==> src/rtl/branch_resolve_unit.sv <==
// branch_resolve_unit
// EX-stage companion of the gshare BTB predictor. Each fetched PC travels with
// its prediction through IF/ID and ID/EX tracking registers. When it reaches EX,
// the resolved outcome is checked against what was predicted. From that check
// the unit drives:
//   - the predictor update port (bp_*),
//   - the fetch redirect/flush (redirect, redirect_pc),
//   - two saturating performance counters.
//
// Update-port protocol: bp_valid is a single-cycle strobe with no ready
// back-pressure. The predictor must consume bp_taken, bp_ex_addr and
// bp_target_addr in the same cycle that bp_valid is high. Those payload
// signals are held at zero whenever bp_valid is low.
module branch_resolve_unit #(
  parameter int XLEN  = 32,
  parameter int CNT_W = 32
) (
  input  logic             clk,
  input  logic             reset,
  input  logic             if_valid,
  input  logic [XLEN-1:0]  if_pc,
  input  logic             if_hit,
  input  logic             if_prediction,
  input  logic [XLEN-1:0]  if_pred_target,
  input  logic             stall,
  input  logic             ex_branch,
  input  logic             ex_taken,
  input  logic [XLEN-1:0]  ex_target,
  output logic             bp_valid,
  output logic             bp_taken,
  output logic [XLEN-1:0]  bp_ex_addr,
  output logic [XLEN-1:0]  bp_target_addr,
  output logic             redirect,
  output logic [XLEN-1:0]  redirect_pc,
  output logic [CNT_W-1:0] branch_count,
  output logic [CNT_W-1:0] mispredict_count
);

  // A taken prediction is only meaningful when the BTB actually hit.
  logic if_ptaken;
  assign if_ptaken = if_hit & if_prediction;

  // IF/ID tracking register
  logic            id_valid;
  logic [XLEN-1:0] id_pc;
  logic            id_ptaken;
  logic [XLEN-1:0] id_ptarget;

  // ID/EX tracking register
  logic            ex_valid;
  logic [XLEN-1:0] ex_pc;
  logic            ex_ptaken;
  logic [XLEN-1:0] ex_ptarget;

  // Resolution terms
  logic ex_is_branch;
  logic dir_miss;
  logic tgt_miss;
  logic branch_miss;
  logic alias_miss;
  logic mispredict;

  // Tracking registers.
  // Priority: reset, then flush on redirect, then stall (hold ID and
  // bubble into EX), then normal advance.
  always_ff @(posedge clk) begin
    if (reset) begin
      id_valid   <= 1'b0;
      id_pc      <= '0;
      id_ptaken  <= 1'b0;
      id_ptarget <= '0;
      ex_valid   <= 1'b0;
      ex_pc      <= '0;
      ex_ptaken  <= 1'b0;
      ex_ptarget <= '0;
    end else if (mispredict) begin
      id_valid <= 1'b0;
      ex_valid <= 1'b0;
    end else if (stall) begin
      ex_valid <= 1'b0;
    end else begin
      ex_valid   <= id_valid;
      ex_pc      <= id_pc;
      ex_ptaken  <= id_ptaken;
      ex_ptarget <= id_ptarget;
      id_valid   <= if_valid;
      id_pc      <= if_pc;
      id_ptaken  <= if_ptaken;
      id_ptarget <= if_pred_target;
    end
  end

  // Misprediction detection for the instruction currently in EX.
  // Two cases are treated as a mispredict:
  //   - a real branch whose direction differs from the prediction, or which
  //     is taken as predicted but to a different target;
  //   - a non-branch that the BTB claimed as taken (an alias hit). Its
  //     sequential successor was never fetched, so fetch must be redirected.
  always_comb begin
    ex_is_branch = ex_valid & ex_branch;
    dir_miss     = ex_taken ^ ex_ptaken;
    tgt_miss     = ex_taken & ex_ptaken & (ex_ptarget != ex_target);
    branch_miss  = ex_is_branch & (dir_miss | tgt_miss);
    alias_miss   = ex_valid & ~ex_branch & ex_ptaken;
    mispredict   = branch_miss | alias_miss;
  end

  // Redirect is issued in the same cycle as the mispredict.
  // The correct next PC is the resolved target when a branch is taken,
  // otherwise the fall-through PC (ex_pc + 4, wrapping at XLEN bits).
  always_comb begin
    redirect    = mispredict;
    redirect_pc = '0;
    if (mispredict) begin
      if (ex_branch && ex_taken) begin
        redirect_pc = ex_target;
      end else begin
        redirect_pc = ex_pc + XLEN'(4);
      end
    end
  end

  // Predictor update: issued for every resolved branch, hit or miss, since
  // the PHT/BHSR also train on not-taken outcomes. Alias mispredicts never
  // update the predictor.
  always_comb begin
    bp_valid       = ex_is_branch;
    bp_taken       = 1'b0;
    bp_ex_addr     = '0;
    bp_target_addr = '0;
    if (ex_is_branch) begin
      bp_taken       = ex_taken;
      bp_ex_addr     = ex_pc;
      bp_target_addr = ex_target;
    end
  end

  // Performance counters.
  // Each counter sticks at all-ones rather than wrapping, so a long run
  // never reports a misleadingly small value.
  always_ff @(posedge clk) begin
    if (reset) begin
      branch_count     <= '0;
      mispredict_count <= '0;
    end else begin
      if (bp_valid && (branch_count != {CNT_W{1'b1}})) begin
        branch_count <= branch_count + CNT_W'(1);
      end
      if (redirect && (mispredict_count != {CNT_W{1'b1}})) begin
        mispredict_count <= mispredict_count + CNT_W'(1);
      end
    end
  end

endmodule

==> config.mk <==
export PLATFORM = sky130hd
export DESIGN_NAME = branch_resolve_unit
export DESIGN_NICKNAME = d
export VERILOG_FILES = /design/src/rtl/branch_resolve_unit.sv
export SDC_FILE = /design/constraint.sdc
export NUM_CORES = 1
export LEC_CHECK = 0
export ABC_AREA = 1
export CAP_MARGIN = 25
export CORE_MARGIN = 10
export CORE_UTILIZATION = 45
export DETAILED_ROUTE_END_ITERATION = 10
export PLACE_DENSITY = 0.76
export SLEW_MARGIN = 20
export SYNTH_ARGS = -nofsm -noshare
export SYNTH_HDL_FRONTEND = slang
export SYNTH_SLANG_ARGS = --single-unit
==> constraint.sdc <==
create_clock -name clk -period 1.9 [get_ports clk]
set_input_delay 0.19 -clock clk [delete_from_list [all_inputs] [get_ports clk]]
set_output_delay 0.19 -clock clk [all_outputs]
set_load 0.005 [all_outputs]
Word level (Yosys, flattened, before mapping)
Index checks and enable logic that the tools add are counted.
- register bits after elaboration: 196
- bits of input ports: 104
- output and inout port bits: 163
- logic and storage cells: 40
- add/subtract/negate cells: 3
- equality and inequality tests: 3
- muxes and demuxes: 5
- bitwise logic cells: 13
- reduce and logical (&&, ||, !) cells: 6
- operator list (operator ; number):
    two-way mux 32 bit ; 4
    adder 32 x 1 -> 32 bit, second input constant ; 2
    != test 32 bit, second input constant ; 2
    adder 32 x 3 -> 32 bit, second input constant ; 1
    != test 32 bit ; 1
    bitwise AND 1 bit ; 7
    logical AND 1 bit ; 3
    NOT 1 bit ; 3
    OR reduction 3 bit ; 1
    OR 1 bit ; 2
    AND reduction 2 bit ; 1
    OR reduction 2 bit ; 1
    two-way mux 1 bit ; 1
    XOR 1 bit ; 1

Longest topological paths before layout
Gate-level depths: netlist (run 1).
- depth in word-level cells: 7
- gate-level depth with buffers: 16
- mapped depth without buffers: 14

Worst setup path before layout (run 1)
OpenSTA, ideal clock, no wires.
- path type: reg-to-reg
- start: reg mispredict_count[1]
- end: reg mispredict_count[20]
- library setup time: 0.128 ns
- data arrival time: 1.757 ns
- data required time: 1.772 ns
- setup slack: 0.015 ns
- stages on the path, launching flop included: 14
- buffers on the path: 1
- period minus slack after synthesis: 1.885 ns
- cells stage by stage: dfxtp_1 > ha_1 > nand2_2 > nor2_4 > nand3_4 > nor2_4 > nand4_2 > nor2_4 > inv_2 > nand3_4 > buf_6 > nand2_1 > nand2_1 > nor2_1
- word-level cells in the longest chain between the ends: 2
- elaborated cells between the ends (all ways): 3
- those cells by class: 1 x add/sub; 1 x eq/ne; 1 x reduce/logical
- ends and longest elaborated chain (element ; RTL line ; source):
    start: declaration ; 36 ; output logic [CNT_W-1:0] mispredict_count
    start signal: assignment ; 150 ; mispredict_count <= mispredict_count + CNT_W'(1);
    parallel branches: the longest is 2 deep, another holds adder 32 x 1 -> 32 bit ; - ;
Several ways; the timed one is not identified.
A chain may end at the register's enable or synchronous reset.

Worst setup path after layout (run 1)
- start: reg ex_pc[2]
- end: out redirect_pc[30]
- word-level cells in the longest chain between the ends: 3
- ends and longest elaborated chain (element ; RTL line ; source):
    start: declaration ; 51 ; logic [XLEN-1:0] ex_pc;
    start signal: assignment ; 83 ; ex_pc <= id_pc;
    adder 32 x 3 -> 32 bit ; 118 ; redirect_pc = ex_pc + XLEN'(4);
    two-way mux 32 bit ; 115 ; if (ex_branch && ex_taken) begin
    two-way mux 32 bit ; 114 ; if (mispredict) begin
    end: declaration ; 34 ; output logic [XLEN-1:0] redirect_pc,
No other way between the ends.

==> results.sh, run 1 <==
export IMPL_status="complete, but fails checks"
export IMPL_violations="negative setup slack"
export IMPL_grt_pass1_wl_um=82200
export IMPL_clk_transition_reported_paths_ps=90
export IMPL_min_path_cells=5
export IMPL_rsz0062_at_grt="yes"
export IMPL_h_tree_depth=4
export IMPL_ys_seq_area_share_pct=33.3
export IMPL_clk_path_buf_depth=2
export IMPL_grt_pass1_vias=15300
export IMPL_cp_common_cell="nand2_1"
export IMPL_drive_gt1_share_pct=32.2
export IMPL_rows=59
export IMPL_cts_buffers=17
export IMPL_fmax_ghz=0.357
export IMPL_layout_commonest_cell="nand2_1"
export IMPL_reg2reg_from="ex_ptarget[24]"
export IMPL_synthCells=1965
export IMPL_crit_required_ps=1710
export IMPL_min_delay_worst_endpoint="id_pc[15]"
export IMPL_worst_slack_ps=-897
export IMPL_irDropWorstVdd_uv=590
export IMPL_start_util_pct=45.4
export IMPL_nFillCells=1562
export IMPL_hp_start="if_pc[15]"
export IMPL_finClkSkew_ps=22.8
export IMPL_ys_ff_latch=196
export IMPL_num_io_pins=267
export IMPL_finish_instance_area_um2=20700
export IMPL_die_y_um=182
export IMPL_worstSetupPathType="flip-flop to output pin"
export IMPL_area_growth_pct=76.1
export IMPL_grt_max_degree=55
export IMPL_cp_end_kind="output pin"
export IMPL_totalWireLength_um=59300
export IMPL_power_leakage_nw=10.3
export IMPL_coreArea_um2=25900
export IMPL_clock_latency_ps=460
export IMPL_dp_hpwl_um=32800
export IMPL_cap_violations=0
export IMPL_cp_cell_sequence="ha_4 > nand3_4 > nor3_4 > nand3_2 > buf_4 > nor2_4 > nand2_1 > nand2_1 > a21oi_2 > nor2_2 > dlygate4sd2_1"
export IMPL_relSlewSlack_pct=68.6
export IMPL_crit_path_start_kind="flip-flop"
export IMPL_min_period_over_period_pct=147
export IMPL_gr_total_overflow=0
export IMPL_synth_warnings=0
export IMPL_ff2ff_path_depth=19
export IMPL_p_per_area_nw_per_um2=515
export IMPL_layout_nets=2619
export IMPL_cpPeakStageDelay_ps=390
export IMPL_antenna_found_initial=7
export IMPL_cp_slowest_cell="dfxtp_4"
export IMPL_ys_types=31
export IMPL_postRouteAntennaNets=0
export IMPL_hold_path_class="input pin to flip-flop"
export IMPL_viasPerCell=5.62
export IMPL_track_usage_pct=30.6
export IMPL_worstPathArrival_ps=2610
export IMPL_most_common_layout_cells="360 x nand2_1, 328 x nor2_1, 304 x inv_1"
export IMPL_port_buffers=266
export IMPL_drt_initial_drc_count=1810
export IMPL_dieArea_um2=33000
export IMPL_synth_area_per_cell_um2=5.99
export IMPL_critPathLaunch="ex_pc[2]"
export IMPL_ctsRootBufferMaster="clkbuf_16"
export IMPL_cp_max_fo=4
export IMPL_vias=16100
export IMPL_tightest_slew_ps=467
export IMPL_gp_congestion=0.985
export IMPL_cts_sinks=196
export IMPL_setup_viol=212
export IMPL_utilization_pct=80.0
export IMPL_maxSlewViolCount=0
export IMPL_drtPass1Iterations=7
export IMPL_min_period_ps=2800
export IMPL_timing_rr_end="ex_ptarget[1]"
export IMPL_r2r_slack_ps=-760
export IMPL_hold_viol=0
export IMPL_wl_per_cell_um=20.7
export IMPL_synthesis_nets=2073
export IMPL_route_detailed_drc=0
export IMPL_tritoncts="built"
export IMPL_dpl_cell_area_um2=16500
export IMPL_dieWidth_um=182
export IMPL_syn_area_um2=11800
layer usage:
layer	track usage [%]	wire [um]
met1	35.1	20900
met2	50.8	27400
met3	7.75	6880
met4	17.0	4120
met5	0	72
layout make-up:
cell class / instances / area (um^2) / area share (%)
antenna: 2 / 5.00 / 0.0241
clock buffer: 17 / 425 / 2.05
clock inverter: 15 / 178 / 0.857
inverter: 315 / 1200 / 5.80
multi-input combinational: 1348 / 7780 / 37.5
sequential: 196 / 3990 / 19.2
tap: 335 / 419 / 2.02
timing repair buffer: 633 / 6730 / 32.5
cell usage after synthesis, drive strengths merged:
master	n	area, um^2
nand2	420	1580
nor2	378	1450
inv	314	1180
dfxtp	196	3920
nand3	177	911
a21oi	162	811
buf	60	294
clkbuf	46	173
nor3	46	240
nand4	39	250
xor2	35	307
o21ai	31	155
xnor2	25	219
a211oi	14	105
nor4	7	43.8
ha	4	50.1
nor3b	4	30.0
and3	2	12.5
o22ai	2	12.5
a31o	1	8.76
a31oi	1	6.26
clkinv	1	3.75
worst max-delay path, delay by kind of cell, from the launching register on:
family,cells,cell delay [ps]
flip-flops,1,390
AO/OA/AOI/OAI,1,100
buffers and inverters,2,450
AND/OR/NAND/NOR,7,1070
adder cells (fa/ha/maj),1,160
per-stage QoR:
step                worst slack [ps]  power, W  hold slack, ps  setup TNS (ps)  cells
CTS                             -674    0.0103             372          -82960   2829
floorplan                       15.3   0.00540             268               0   1965
global route                    -959    0.0110             389         -130440   2860
global placement                -902   0.00623             437         -122490   2710
finish                          -897    0.0107             388         -115990   2861
detailed placement              -959   0.00627             443         -128980   2710
cells by family (layout without fill, tap and decap cells):
| logic type | Yosys count | after routing | synth area share (%) |
|---|---|---|---|
| flip-flops | 196 | 196 | 33.3 |
| XOR/XNOR | 60 | 60 | 4.46 |
| other | 0 | 2 | 0 |
| AND/OR/NAND/NOR | 1073 | 1073 | 38.4 |
| AO/OA/AOI/OAI | 211 | 211 | 9.33 |
| adder cells (fa/ha/maj) | 4 | 4 | 0.425 |
| buffers and inverters | 421 | 980 | 14.0 |
report_power, final:
group	switching (W)	internal, W
sequential	0.000203	0.00433
clock	0.00195	0.00180
combinational	0.00128	0.00113
total	0.00343	0.00725
flip-flops by register name, indices dropped and copies added (netlist names):
name	cells
id_valid	1
ex_valid	1
ex_ptaken	1
id_pc	32
id_ptaken	1
branch_count	32
id_ptarget	32
mispredict_count	32
ex_ptarget	32
ex_pc	32
how the worst max path moves through the flow:
stage / end / slack [ps]
finish: redirect_pc[30] / -900
global route: redirect_pc[30] / -960
CTS: redirect_pc[24] / -670
detailed placement: redirect_pc[24] / -960
global placement: redirect_pc[24] / -900
floorplan: mispredict_count[20] / 20
what timing repair did:
action                     4_1_cts  5_1_grt
gates cloned                    39        8
setup buffers                   53       43
hold buffers                     0        0
gates resized for setup        470      286
setup endpoints to repair      261      272
pin swaps                       72       89
Power figures use the tool's default switching activity.
==> inputs of run 2 (changes only) <==
--- a/config.mk
+++ b/config.mk
@@ -8,9 +8,9 @@
 export ABC_AREA = 1
 export CAP_MARGIN = 25
 export CORE_MARGIN = 10
-export CORE_UTILIZATION = 45
+export CORE_UTILIZATION = 55
 export DETAILED_ROUTE_END_ITERATION = 10
-export PLACE_DENSITY = 0.76
+export PLACE_DENSITY = 0.86
 export SLEW_MARGIN = 20
 export SYNTH_ARGS = -nofsm -noshare
 export SYNTH_HDL_FRONTEND = slang
==> constraint.sdc (replaced) <==
create_clock -name clk -period 3.57 [get_ports clk]
set_input_delay 0.357 -clock clk [delete_from_list [all_inputs] [get_ports clk]]
set_output_delay 0.357 -clock clk [all_outputs]
set_load 0.005 [all_outputs]
==> run 2 against run 1 <==
The flow now finishes without violations; first-iteration DRC count shrank 24%; sequential share of layout area grew 6.7 points; count of clock-buffer cells in the layout is the same; via count shrank 19%; die area shrank 16%; routed wire length shrank 31%; worst hold slack gained 69 ps; flip-flop and latch count is the same; total power shrank 53%; largest cell class unchanged.
==> results.sh, run 2 (synthesized netlist as in run 1, its figures left out) <==
export IMPL_cp_end_kind="output pin"
export IMPL_dieWidth_um=166
export IMPL_coreArea_um2=21000
export IMPL_status="completed"
export IMPL_relSlewSlack_pct=52.2
export IMPL_antenna_found_initial=0
export IMPL_irDropWorstVdd_uv=354
export IMPL_totalWireLength_um=40900
export IMPL_utilization_pct=72.0
export IMPL_p_total_w=0.00504
export IMPL_gp_congestion=0.964
export IMPL_cp_common_cell="nand2_1"
export IMPL_seqCellArea_um2=3920
export IMPL_post_cts_resized=0
export IMPL_p_clk_share_pct=37.2
export IMPL_min_period_over_period_pct=96.5
export IMPL_cp_max_fo=21
export IMPL_power_leakage_nw=6.59
export IMPL_clk_transition_reported_paths_ps=70
export IMPL_crit_required_ps=3210
export IMPL_nFillCells=1821
export IMPL_h_tree_depth=4
export IMPL_fmax_ghz=0.290
export IMPL_post_cts_buffers=0
export IMPL_drive_gt1_share_pct=3.67
export IMPL_finClkSkew_ps=17.5
export IMPL_grt_max_degree=150
export IMPL_hold_path_class="flip-flop to flip-flop"
export IMPL_track_usage_pct=27.9
export IMPL_tns_ps=0
export IMPL_rows=53
export IMPL_route_detailed_drc=0
export IMPL_wl_per_cell_um=16.6
export IMPL_num_io_pins=267
export IMPL_tightest_slew_ps=717
export IMPL_dpl_cell_area_um2=14500
export IMPL_multi_input_area_um2=6240
export IMPL_port_buffers=266
export IMPL_area_growth_pct=28.6
export IMPL_hold_viol=0
export IMPL_setup_viol=0
export IMPL_viasPerCell=5.33
export IMPL_power_switching_w=0.00148
export IMPL_gr_total_overflow=0
export IMPL_cpPeakStageDelay_ps=570
export IMPL_start_util_pct=56.0
export IMPL_tritoncts="built"
export IMPL_switching_share_pct=29.3
export IMPL_cp_cell_sequence="clkdlybuf4s50_1 > xnor2_1 > nand2_1 > nor2_1 > nand2_1 > nor2_1 > nand2_1 > nand2_1 > nand2_1 > nand2_4 > inv_1 > nand2_1 > a21oi_1 > clkdlybuf4s50_1"
export IMPL_dieArea_um2=27700
export IMPL_drtPass1Iterations=5
export IMPL_drt_initial_drc_count=1375
export IMPL_cts_hold_buf=0
export IMPL_ff2ff_path_depth=14
export IMPL_clk_path_buf_depth=2
export IMPL_intPower_w=0.00356
export IMPL_cp_slowest_cell="clkdlybuf4s50_1"
export IMPL_min_path_cells=2
export IMPL_grt_pass1_wl_um=64400
export IMPL_grt_pass1_vias=11900
export IMPL_clock_latency_ps=440
export IMPL_die_y_um=166
export IMPL_cts_sinks=196
export IMPL_layout_nets=2273
export IMPL_ctsRootBufferMaster="clkbuf_16"
export IMPL_whs_ps=457
export IMPL_layout_commonest_cell="nand2_1"
export IMPL_vias=13100
export IMPL_finish_instance_area_um2=15100
export IMPL_pwr_share_comb_pct=15.1
export IMPL_worstSetupPathType="input pin to output pin"
export IMPL_dp_hpwl_um=30500
export IMPL_cap_violations=0
export IMPL_cts_buffers=17
export IMPL_most_common_layout_cells="415 x nand2_1, 370 x nor2_1, 311 x inv_1"
export IMPL_rsz0062_at_grt="no"
export IMPL_min_period_ps=3450
export IMPL_p_per_area_nw_per_um2=333
export IMPL_worstPathArrival_ps=3090
export IMPL_crit_path_start_kind="input pin"
export IMPL_postRouteAntennaNets=0
export IMPL_maxSlewViolCount=0
export IMPL_power_frac_seq_pct=47.7
-- run 2: changes by cell type in the layout (fill, tap and decap cells not counted), moves of 31 or more --
cell / delta
dlymetal6s2s_1: -46
buf_12: -34
nand3_2: -79
nor2_2: -35
a21oi_1: +69
nor2_1: +42
nand2_2: -48
clkdlybuf4s50_1: +100
nand3_1: +92
dfxtp_1: +38
buf_6: -31
buf_4: -234
nand2_1: +55
a21oi_2: -62
-- run 2: worst max-delay path: cells and delay by family --
| family | cells | cell delay, ps |
|---|---|---|
| buffers and inverters | 3 | 1430 |
| AO/OA/AOI/OAI | 1 | 230 |
| AND/OR/NAND/NOR | 9 | 880 |
| XOR/XNOR | 1 | 190 |
-- run 2: final cells by class --
class | instances | area share, %
Tap cell | 275 | 2.27
Antenna cell | 2 | 0.0331
Timing Repair Buffer | 287 | 19.0
Clock inverter | 15 | 0.950
Inverter | 315 | 7.87
Clock buffer | 17 | 2.81
Multi-Input combinational cell | 1348 | 41.2
Sequential cell | 196 | 25.9
-- run 2: stage by stage --
step	worst slack, ps	cells
floorplan	1530	1965
global route	17.6	2453
CTS	39.6	2453
detailed placement	234	2421
global placement	266	2421
finish	124	2455
-- run 2: worst paths after layout --
path	from	slack, ps	end
worst max-delay path	ex_target[2]	120	redirect_pc[22]
worst max register to register	ex_ptarget[8]	760	id_ptarget[5]
worst min-delay path	id_valid	460	ex_valid
worst min register to register	id_valid	460	ex_valid
-- run 2: metal layers --
layer	GRT usage, %	wire length, um	share of wire, %
met5	0	0	0
met4	7.18	728	1.8
met3	6.34	4010	9.8
met2	45.5	18700	46
met1	36.4	17400	43
-- run 2: power groups by stage --
stage | clock [W] | combinational (W) | sequential, W
floorplan | 0 | 0.000462 | 0.00241
global placement | 0 | 0.000732 | 0.00245
detailed placement | 0 | 0.000747 | 0.00245
CTS | 0.00189 | 0.000752 | 0.00240
global route | 0.00197 | 0.000848 | 0.00242
finish | 0.00187 | 0.000758 | 0.00240
